$ cat src/rtl/axi_lite_arbiter.sv
// Two-requester AXI4-Lite arbiter. At most one transaction is outstanding on
// the shared master port, and the two requesters are served in round-robin order.
module axi_lite_arbiter #(
  parameter int AXI_DATA_WIDTH = 32,
  parameter int AXI_ADDR_WIDTH = 32
) (
  input  logic                          aclk,
  input  logic                          areset,
  // requester 0
  input  logic [AXI_ADDR_WIDTH-1:0]     s0_axi_awaddr,
  input  logic                          s0_axi_awvalid,
  output logic                          s0_axi_awready,
  input  logic [AXI_DATA_WIDTH-1:0]     s0_axi_wdata,
  input  logic [AXI_DATA_WIDTH/8-1:0]   s0_axi_wstrb,
  input  logic                          s0_axi_wvalid,
  output logic                          s0_axi_wready,
  output logic [1:0]                    s0_axi_bresp,
  output logic                          s0_axi_bvalid,
  input  logic                          s0_axi_bready,
  input  logic [AXI_ADDR_WIDTH-1:0]     s0_axi_araddr,
  input  logic                          s0_axi_arvalid,
  output logic                          s0_axi_arready,
  output logic [AXI_DATA_WIDTH-1:0]     s0_axi_rdata,
  output logic [1:0]                    s0_axi_rresp,
  output logic                          s0_axi_rvalid,
  input  logic                          s0_axi_rready,
  // requester 1
  input  logic [AXI_ADDR_WIDTH-1:0]     s1_axi_awaddr,
  input  logic                          s1_axi_awvalid,
  output logic                          s1_axi_awready,
  input  logic [AXI_DATA_WIDTH-1:0]     s1_axi_wdata,
  input  logic [AXI_DATA_WIDTH/8-1:0]   s1_axi_wstrb,
  input  logic                          s1_axi_wvalid,
  output logic                          s1_axi_wready,
  output logic [1:0]                    s1_axi_bresp,
  output logic                          s1_axi_bvalid,
  input  logic                          s1_axi_bready,
  input  logic [AXI_ADDR_WIDTH-1:0]     s1_axi_araddr,
  input  logic                          s1_axi_arvalid,
  output logic                          s1_axi_arready,
  output logic [AXI_DATA_WIDTH-1:0]     s1_axi_rdata,
  output logic [1:0]                    s1_axi_rresp,
  output logic                          s1_axi_rvalid,
  input  logic                          s1_axi_rready,
  // shared downstream port
  output logic [AXI_ADDR_WIDTH-1:0]     m_axi_awaddr,
  output logic                          m_axi_awvalid,
  input  logic                          m_axi_awready,
  output logic [AXI_DATA_WIDTH-1:0]     m_axi_wdata,
  output logic [AXI_DATA_WIDTH/8-1:0]   m_axi_wstrb,
  output logic                          m_axi_wvalid,
  input  logic                          m_axi_wready,
  input  logic [1:0]                    m_axi_bresp,
  input  logic                          m_axi_bvalid,
  output logic                          m_axi_bready,
  output logic [AXI_ADDR_WIDTH-1:0]     m_axi_araddr,
  output logic                          m_axi_arvalid,
  input  logic                          m_axi_arready,
  input  logic [AXI_DATA_WIDTH-1:0]     m_axi_rdata,
  input  logic [1:0]                    m_axi_rresp,
  input  logic                          m_axi_rvalid,
  output logic                          m_axi_rready
);

  typedef enum logic [2:0] {
    IDLE,
    WR_ADDR_DATA,
    WR_RESP,
    RD_ADDR,
    RD_DATA
  } state_t;

  state_t state_q, state_d;
  logic   grant_q, grant_d;   // 0 = requester 0, 1 = requester 1
  logic   rr_q, rr_d;         // requester that has priority in IDLE
  logic   aw_done_q, aw_done_d;
  logic   w_done_q, w_done_d;

  logic req0, req1, pick, pick_aw;
  logic sel_awvalid, sel_wvalid, sel_bready, sel_arvalid, sel_rready;
  logic [AXI_ADDR_WIDTH-1:0]   sel_awaddr, sel_araddr;
  logic [AXI_DATA_WIDTH-1:0]   sel_wdata;
  logic [AXI_DATA_WIDTH/8-1:0] sel_wstrb;
  logic in_wad, in_wresp, in_rad, in_rdd, active;
  logic aw_hs, w_hs, b_hs, ar_hs, r_hs;

  always_ff @(posedge aclk) begin
    if (areset) begin
      state_q   <= IDLE;
      grant_q   <= 1'b0;
      rr_q      <= 1'b0;
      aw_done_q <= 1'b0;
      w_done_q  <= 1'b0;
    end else begin
      state_q   <= state_d;
      grant_q   <= grant_d;
      rr_q      <= rr_d;
      aw_done_q <= aw_done_d;
      w_done_q  <= w_done_d;
    end
  end

  // Requester-side selection driven only by the registered grant.
  assign sel_awvalid = grant_q ? s1_axi_awvalid : s0_axi_awvalid;
  assign sel_wvalid  = grant_q ? s1_axi_wvalid  : s0_axi_wvalid;
  assign sel_bready  = grant_q ? s1_axi_bready  : s0_axi_bready;
  assign sel_arvalid = grant_q ? s1_axi_arvalid : s0_axi_arvalid;
  assign sel_rready  = grant_q ? s1_axi_rready  : s0_axi_rready;
  assign sel_awaddr  = grant_q ? s1_axi_awaddr  : s0_axi_awaddr;
  assign sel_araddr  = grant_q ? s1_axi_araddr  : s0_axi_araddr;
  assign sel_wdata   = grant_q ? s1_axi_wdata   : s0_axi_wdata;
  assign sel_wstrb   = grant_q ? s1_axi_wstrb   : s0_axi_wstrb;

  assign in_wad   = (state_q == WR_ADDR_DATA);
  assign in_wresp = (state_q == WR_RESP);
  assign in_rad   = (state_q == RD_ADDR);
  assign in_rdd   = (state_q == RD_DATA);
  assign active   = (state_q != IDLE);

  assign m_axi_awvalid = in_wad & sel_awvalid & ~aw_done_q;
  assign m_axi_wvalid  = in_wad & sel_wvalid & ~w_done_q;
  assign m_axi_bready  = in_wresp & sel_bready;
  assign m_axi_arvalid = in_rad & sel_arvalid;
  assign m_axi_rready  = in_rdd & sel_rready;
  assign m_axi_awaddr  = active ? sel_awaddr : '0;
  assign m_axi_araddr  = active ? sel_araddr : '0;
  assign m_axi_wdata   = active ? sel_wdata  : '0;
  assign m_axi_wstrb   = active ? sel_wstrb  : '0;

  assign aw_hs = m_axi_awvalid & m_axi_awready;
  assign w_hs  = m_axi_wvalid & m_axi_wready;
  assign b_hs  = m_axi_bvalid & m_axi_bready;
  assign ar_hs = m_axi_arvalid & m_axi_arready;
  assign r_hs  = m_axi_rvalid & m_axi_rready;

  assign req0 = s0_axi_awvalid | s0_axi_arvalid;
  assign req1 = s1_axi_awvalid | s1_axi_arvalid;
  assign pick    = rr_q ? req1 : ~req0;
  assign pick_aw = pick ? s1_axi_awvalid : s0_axi_awvalid;

  always_comb begin
    state_d   = state_q;
    grant_d   = grant_q;
    rr_d      = rr_q;
    aw_done_d = aw_done_q;
    w_done_d  = w_done_q;
    case (state_q)
      IDLE: begin
        if (req0 | req1) begin
          grant_d   = pick;
          state_d   = pick_aw ? WR_ADDR_DATA : RD_ADDR;
          aw_done_d = 1'b0;
          w_done_d  = 1'b0;
        end
      end
      WR_ADDR_DATA: begin
        aw_done_d = aw_done_q | aw_hs;
        w_done_d  = w_done_q | w_hs;
        if (aw_done_d && w_done_d) state_d = WR_RESP;
      end
      WR_RESP: begin
        if (b_hs) begin
          state_d = IDLE;
          rr_d    = ~grant_q;
        end
      end
      RD_ADDR: begin
        if (ar_hs) state_d = RD_DATA;
      end
      RD_DATA: begin
        if (r_hs) begin
          state_d = IDLE;
          rr_d    = ~grant_q;
        end
      end
      default: state_d = IDLE;
    endcase
  end

  // Return paths: only the granted port sees readies/valids; the other is held quiet.
  assign s0_axi_awready = in_wad & ~grant_q & ~aw_done_q & m_axi_awready;
  assign s0_axi_wready  = in_wad & ~grant_q & ~w_done_q & m_axi_wready;
  assign s0_axi_bvalid  = in_wresp & ~grant_q & m_axi_bvalid;
  assign s0_axi_bresp   = (in_wresp & ~grant_q) ? m_axi_bresp : 2'b00;
  assign s0_axi_arready = in_rad & ~grant_q & m_axi_arready;
  assign s0_axi_rvalid  = in_rdd & ~grant_q & m_axi_rvalid;
  assign s0_axi_rdata   = (in_rdd & ~grant_q) ? m_axi_rdata : '0;
  assign s0_axi_rresp   = (in_rdd & ~grant_q) ? m_axi_rresp : 2'b00;

  assign s1_axi_awready = in_wad & grant_q & ~aw_done_q & m_axi_awready;
  assign s1_axi_wready  = in_wad & grant_q & ~w_done_q & m_axi_wready;
  assign s1_axi_bvalid  = in_wresp & grant_q & m_axi_bvalid;
  assign s1_axi_bresp   = (in_wresp & grant_q) ? m_axi_bresp : 2'b00;
  assign s1_axi_arready = in_rad & grant_q & m_axi_arready;
  assign s1_axi_rvalid  = in_rdd & grant_q & m_axi_rvalid;
  assign s1_axi_rdata   = (in_rdd & grant_q) ? m_axi_rdata : '0;
  assign s1_axi_rresp   = (in_rdd & grant_q) ? m_axi_rresp : 2'b00;

endmodule

$ cat config.mk
export PLATFORM = sky130hd
export DESIGN_NAME = axi_lite_arbiter
export DESIGN_NICKNAME = d
export VERILOG_FILES = /design/src/rtl/axi_lite_arbiter.sv
export SDC_FILE = /design/constraint.sdc
export NUM_CORES = 1
export LEC_CHECK = 0
export CAP_MARGIN = 20
export CORE_AREA = 2 2 171 173
export DETAILED_ROUTE_END_ITERATION = 10
export DIE_AREA = 0 0 173 175
export HOLD_SLACK_MARGIN = 0.03
export MAX_ROUTING_LAYER = met4
export PLACE_DENSITY_LB_ADDON = 0.2
export REMOVE_ABC_BUFFERS = 1
export SETUP_SLACK_MARGIN = 0.05
export SLEW_MARGIN = 25
export SYNTH_ARGS = -nofsm -noshare
export SYNTH_HDL_FRONTEND = slang
export SYNTH_SLANG_ARGS = --single-unit
$ cat constraint.sdc
create_clock -name aclk -period 2.5 [get_ports aclk]
set_input_delay 0.5 -clock aclk [delete_from_list [all_inputs] [get_ports aclk]]
set_output_delay 0.5 -clock aclk [all_outputs]
set_load 0.1 [all_outputs]
; Word-level counts from Yosys, hierarchy flattened
; Index checks and enable logic that the tools add are counted.
[word_totals]
input_bits = 253
elab_cells = 100
output_inout_bits = 187
regBits = 7
[op_classes]
n_reduce_logical = 9
n_eq_ne = 9
mux = 34
bitwise_logic = 43
[op_table]
columns = op, count
row1 = 32-bit 2-to-1 mux, 8
row2 = 1-bit bitwise AND, 34
row3 = 3-bit 2-to-1 mux, 5
row4 = 3-bit one-hot mux with 5 select lines, 1
row5 = 1-bit 2-to-1 mux, 10
row6 = 2-bit 2-to-1 mux, 5
row7 = 4-bit 2-to-1 mux, 2
row8 = "2-bit by 1-bit inequality test with 1-bit output, second input constant", 4
row9 = "3-bit by 2-bit == test with 1-bit output, second input constant", 2
row10 = 1-bit one-hot mux with 2 select lines, 3
row11 = 1-bit OR, 5
row12 = 5-bit AND reduction, 1
row13 = 1-bit inverter, 4
row14 = 2-bit AND reduction, 2
row15 = 2-bit nonzero test, 2
row16 = "3-bit by 1-bit == test with 1-bit output, second input constant", 1
row17 = "3-bit == test, second input constant", 1
row18 = 3-bit zero test, 1
row19 = 3-bit AND reduction, 1
row20 = 3-bit nonzero test, 1
row21 = "2-bit inequality test, second input constant", 1
row22 = 1-bit logical AND, 1

; Depth between registers and ports, before layout
[depth]
ltp_word = 8
depth_mapped = 7
ltp_nobuf = 5

; Worst setup path before layout
; OpenSTA, ideal clock, no wires.
[synth_timing]
path_kind = flip-flop to output port
from = reg state_q[2]
to = out s0_axi_rvalid
t_required_ps = 2000
path_stages_with_launch = 5
path_buffers = 2
path_slack_ps = -941
arrival_ps = 2941
cell_sequence = dfxtp_1 buf_6 or3b_1 buf_6 nor3_1
[synth_via]
elab_chain_cells = 3
[synth_rtl]
columns = element, line
row1 = from (decl), 73  ; state_t state_q, state_d;
row2 = from (signal assigned), 95  ; state_q <= state_d;
row3 = 3-bit == test, 117  ; assign in_rdd = (state_q == RD_DATA);
row4 = 1-bit bitwise AND (2 in a row), 186  ; assign s0_axi_rvalid = in_rdd & ~grant_q & m_axi_rvalid;
row5 = to (decl), 25  ; output logic s0_axi_rvalid,
; No other way between the ends.

; Worst setup path after layout
[layout_timing]
from = reg state_q[1]
to = out s0_axi_bresp[0]
[layout_via]
elab_chain_cells = 3
[layout_rtl]
columns = element, line
row1 = 3-bit by 2-bit == test with 1-bit output, 115  ; assign in_wresp = (state_q == WR_RESP);
row2 = 1-bit bitwise AND, 184  ; assign s0_axi_bresp = (in_wresp & ~grant_q) ? m_axi_bresp : 2'b00;
row3 = 2-bit 2-to-1 mux, 184
row4 = to (decl), 17  ; output logic [1:0] s0_axi_bresp,
; No other way between the ends.

==> metrics.md <==
| Metric | Value |
|---|---|
| Synth Cell Area | roughly 0.0026 mm^2 |
| Largest area contributor in the netlist | mux2i_1 |
| Slowest cell on the critical path | nor3b_1 |
| CP Capture Type | output port |
| WHS Path Cells | 2 |
| TritonCTS buffer count | 3 |
| CP required | 2.00 ns |
| Synth top area share | 40.2% |
| Hpwl dp | between 15000 and 20000 um |
| Simple-Gate Fraction of Synth Area | between 40% and 50% |
| Peak Freq | roughly 440 MHz |
| Critical Path Source | state_q[1]$_SDFFE_PP0P_ |
| Post-synthesis cell type count | 35 |
| Postcts setup bufs | 0 |
| First-pass GRT wire length | 29200 um |
| Final setup viols | 0 |
| Reg2Reg Depth | 6 |
| Static leakage | 3.60 nW |
| Critical Path Max Stage Delay | 0.51 ns |
| Critical Path Start Type | flip-flop |
| Clock skew | slightly below 0.001 ns |
| Yosys reg bits | 7 |
| Clock Path Buffers | 2 |
| EDFF count, synth | 0 |
| Initial antenna violation count | 0 |
| Asr flop ratio synth | 0% |
| Maximum vdd drop | between 0.7 and 0.8 mV |
| CTS clk-pin slew, worst paths | approximately 0.040 ns |
| Relative max-transition margin | 61.2% |
| Post-CTS Resized | 0 |
| Crit Path Class | flip-flop to output port |
| R2R Setup Slk | approximately 0.68 ns |
| Die W | 173 um |
| Die area | about 0.030 mm^2 |
| Hold WS | 0.558 ns |
| DR vias | 4365 |
| Hold_sp | rr_q$_SDFFE_PP0P_ |
| Fin crit period | 2.28 ns |
| Unrepaired setup endpoints after global routing | false |
| DRC violations left | 0 |
| Die H | around 180 um |
| Clock sinks | 7 |
| Buffers & Inverters on Critical Path | 2 |
| Top FF cell, synth | dfxtp_1 |
| Layout Nets | around 1100 |
| Status | finished, final reports clean |
| Largest net degree at the start of global routing | 55 |
| Crit path depth | 4 |
| Pre-CTS setup slack | 0.263 ns |
| Count of pins over their slew limit | 0 |
| Delay-heaviest family, CP | simple AND/OR/NAND/NOR gates |
| Power per standard cell area | 1160 mW/mm^2 |
| TritonCTS clock tree | done |
| GPL Wtd Cong | roughly 0.83 |
| Final Cycle Share | just over 90% |
| Area grow syn2layout | 262% |
| WL final | 19700 um |
| Wirelength per Cell | roughly 16 um |
| Root Driver | clkbuf_16 |
| Crit path max fanout | 9 |
| Final hold vios | 0 |
| Synth warn | 0 |
| Vias per cell | 3.62 |
| HP Class | flip-flop to flip-flop |
| Fill cells | 2930 |
| Core area | 0.0284 mm^2 |
| Starting DRC count in detailed routing | between 100 and 150 |
| Share of cells above drive strength 1 | about a quarter |
| Initial Util | under 10% |
| Std cell rows | 62 |
| DRT Pass-1 Iters | 6 |
| Dominant cells by area after synthesis | mux2i_1 (40%), nor2_1 (17%), and2_1 (16%) |
| Synth Area in Adders | 0% |
| Num ports | 440 |
| Worst slew pin tran | 0.581 ns |
| Sequential share of the synthesized area | 5.35% |
| WP data arrival | around 1.8 ns |
| R2r startpoint | grant_q$_SDFFE_PP0P_ |
| Clock Latency Late Sink | ~0.23 ns |
| Post-synthesis compound-gate area fraction | between 5 and 6% |
| Number of global-route vias before repair | between 4000 and 5000 |
| Final Util | 33.4% |
| Port bufs | about 440 |
| DRT antenna net count | 0 |
| Max-Cap Viols | 0 |
| Setup ws final | between 0.2 and 0.25 ns |
| Avg Synthesized Cell Area | between 6 and 7 um^2 |
| GR Overflow Total | 0 |
| Synth Area in XOR/XNOR | 0% |
| Total power | ~11 mW |
| Critical-path cell list | buf_4 -> nor3b_1 -> and3_1 -> buf_12 |
| Main combinational cell family by area after synthesis | simple AND/OR/NAND/NOR gates |
| CTS HTree Levels | 1 |
| Gate Count Post-Synth | 395 |
| Reg-to-Reg End | state_q[1]$_SDFFE_PP0P_ |
| Setup crit end | s0_axi_bresp[0] |
| Overall Global Routing Usage | 12.8% |
| # diodes | 0 |
| Post-synthesis mux area share | between 40% and 50% |
| Hold Buf Count CTS | 0 |
## flip-flops by register name, summed over array words and instances (netlist names)
signal and count:
aw_done_q 1, grant_q 1, rr_q 1, state_q 3, w_done_q 1
## worst min path at each step
stage,slack (ns),to
global route,0.64,rr_q$_SDFFE_PP0P_
detailed placement,0.56,rr_q$_SDFFE_PP0P_
CTS,0.56,rr_q$_SDFFE_PP0P_
finish,0.56,rr_q$_SDFFE_PP0P_
floorplan,0.49,rr_q$_SDFFE_PP0P_
global placement,0.55,rr_q$_SDFFE_PP0P_
## through the flow
step | instances | area, um^2 | TNS [ns]
2_1_floorplan | 360 | 2430 | -941.47
3_3_place_gp | 1201 | 9400 | 0
3_5_place_dp | 1201 | 9400 | 0
4_1_cts | 1205 | 9480 | 0
5_1_grt | 1205 | 9480 | 0
6_report | 1205 | 9480 | 0
## power breakdown
| part | total, mW | internal, mW | switching (mW) | leakage [nW] |
|---|---|---|---|---|
| sequential | 0.175 | 0.144 | 0.0314 | 0.0581 |
| combinational | 10.5 | 3.56 | 6.98 | 3.50 |
| clock | 0.272 | 0.212 | 0.0597 | 0.0382 |
| total | 11.0 | 3.92 | 7.07 | 3.60 |
## cell type report
cell class                 count  area, um^2  area share [%]
timing repair buffer         457        6480            68.3
sequential                     7         144            1.52
multi-input combinational    349        2290            24.1
tap                          384         480            5.07
clock buffer                   4        78.8           0.831
inverter                       4        15.0           0.158
## metal layers
layer	GRT usage [%]	up-vias	share of wire [%]
met2	23.0	275	50
met1	14.6	1918	40
met3	3.70	6	9.3
li1	-	2166	-
met4	0.883	0	0.31
met5	-	-	0
## cells in the mapped netlist, types with 2 or more instances
master / instances
inv_1: 4
a22oi_1: 2
a21oi_1: 5
dfxtp_1: 7
nor2_1: 122
mux2i_1: 105
nor3b_1: 2
buf_2: 21
buf_6: 3
clkbuf_2: 3
nor2b_1: 2
o21ai_0: 3
o21a_1: 2
clkbuf_1: 7
nand2_1: 8
nor3_1: 8
and2_1: 69
a211oi_1: 2
and3_1: 4
## cells in the final DEF (no fill, tap or decap), types with 2 or more instances in the layout
master           count
a21oi_1              5
buf_4               12
nor3b_1              2
nand2_1              8
o21a_1               2
clkbuf_16            3
inv_1                4
buf_12             193
clkdlybuf4s50_1    252
a211oi_1             2
a22oi_1              2
nor2_1             122
nor2b_1              2
dfxtp_1              6
and2_1              69
o21ai_0              3
and3_1               4
nor3_1               7
mux2i_1            105
## worst min-delay path, delay by kind of cell (launching register included)
kind            cells  cell delay, ns
compound gates      1            0.05
flops               1            0.34
simple gates        1            0.11
## cells by family after synthesis
kind of cell,count (synthesis)
mux,105
simple gates,223
compound gates,21
flops,7
buf+inv,39
Power figures use the tool's default switching activity.
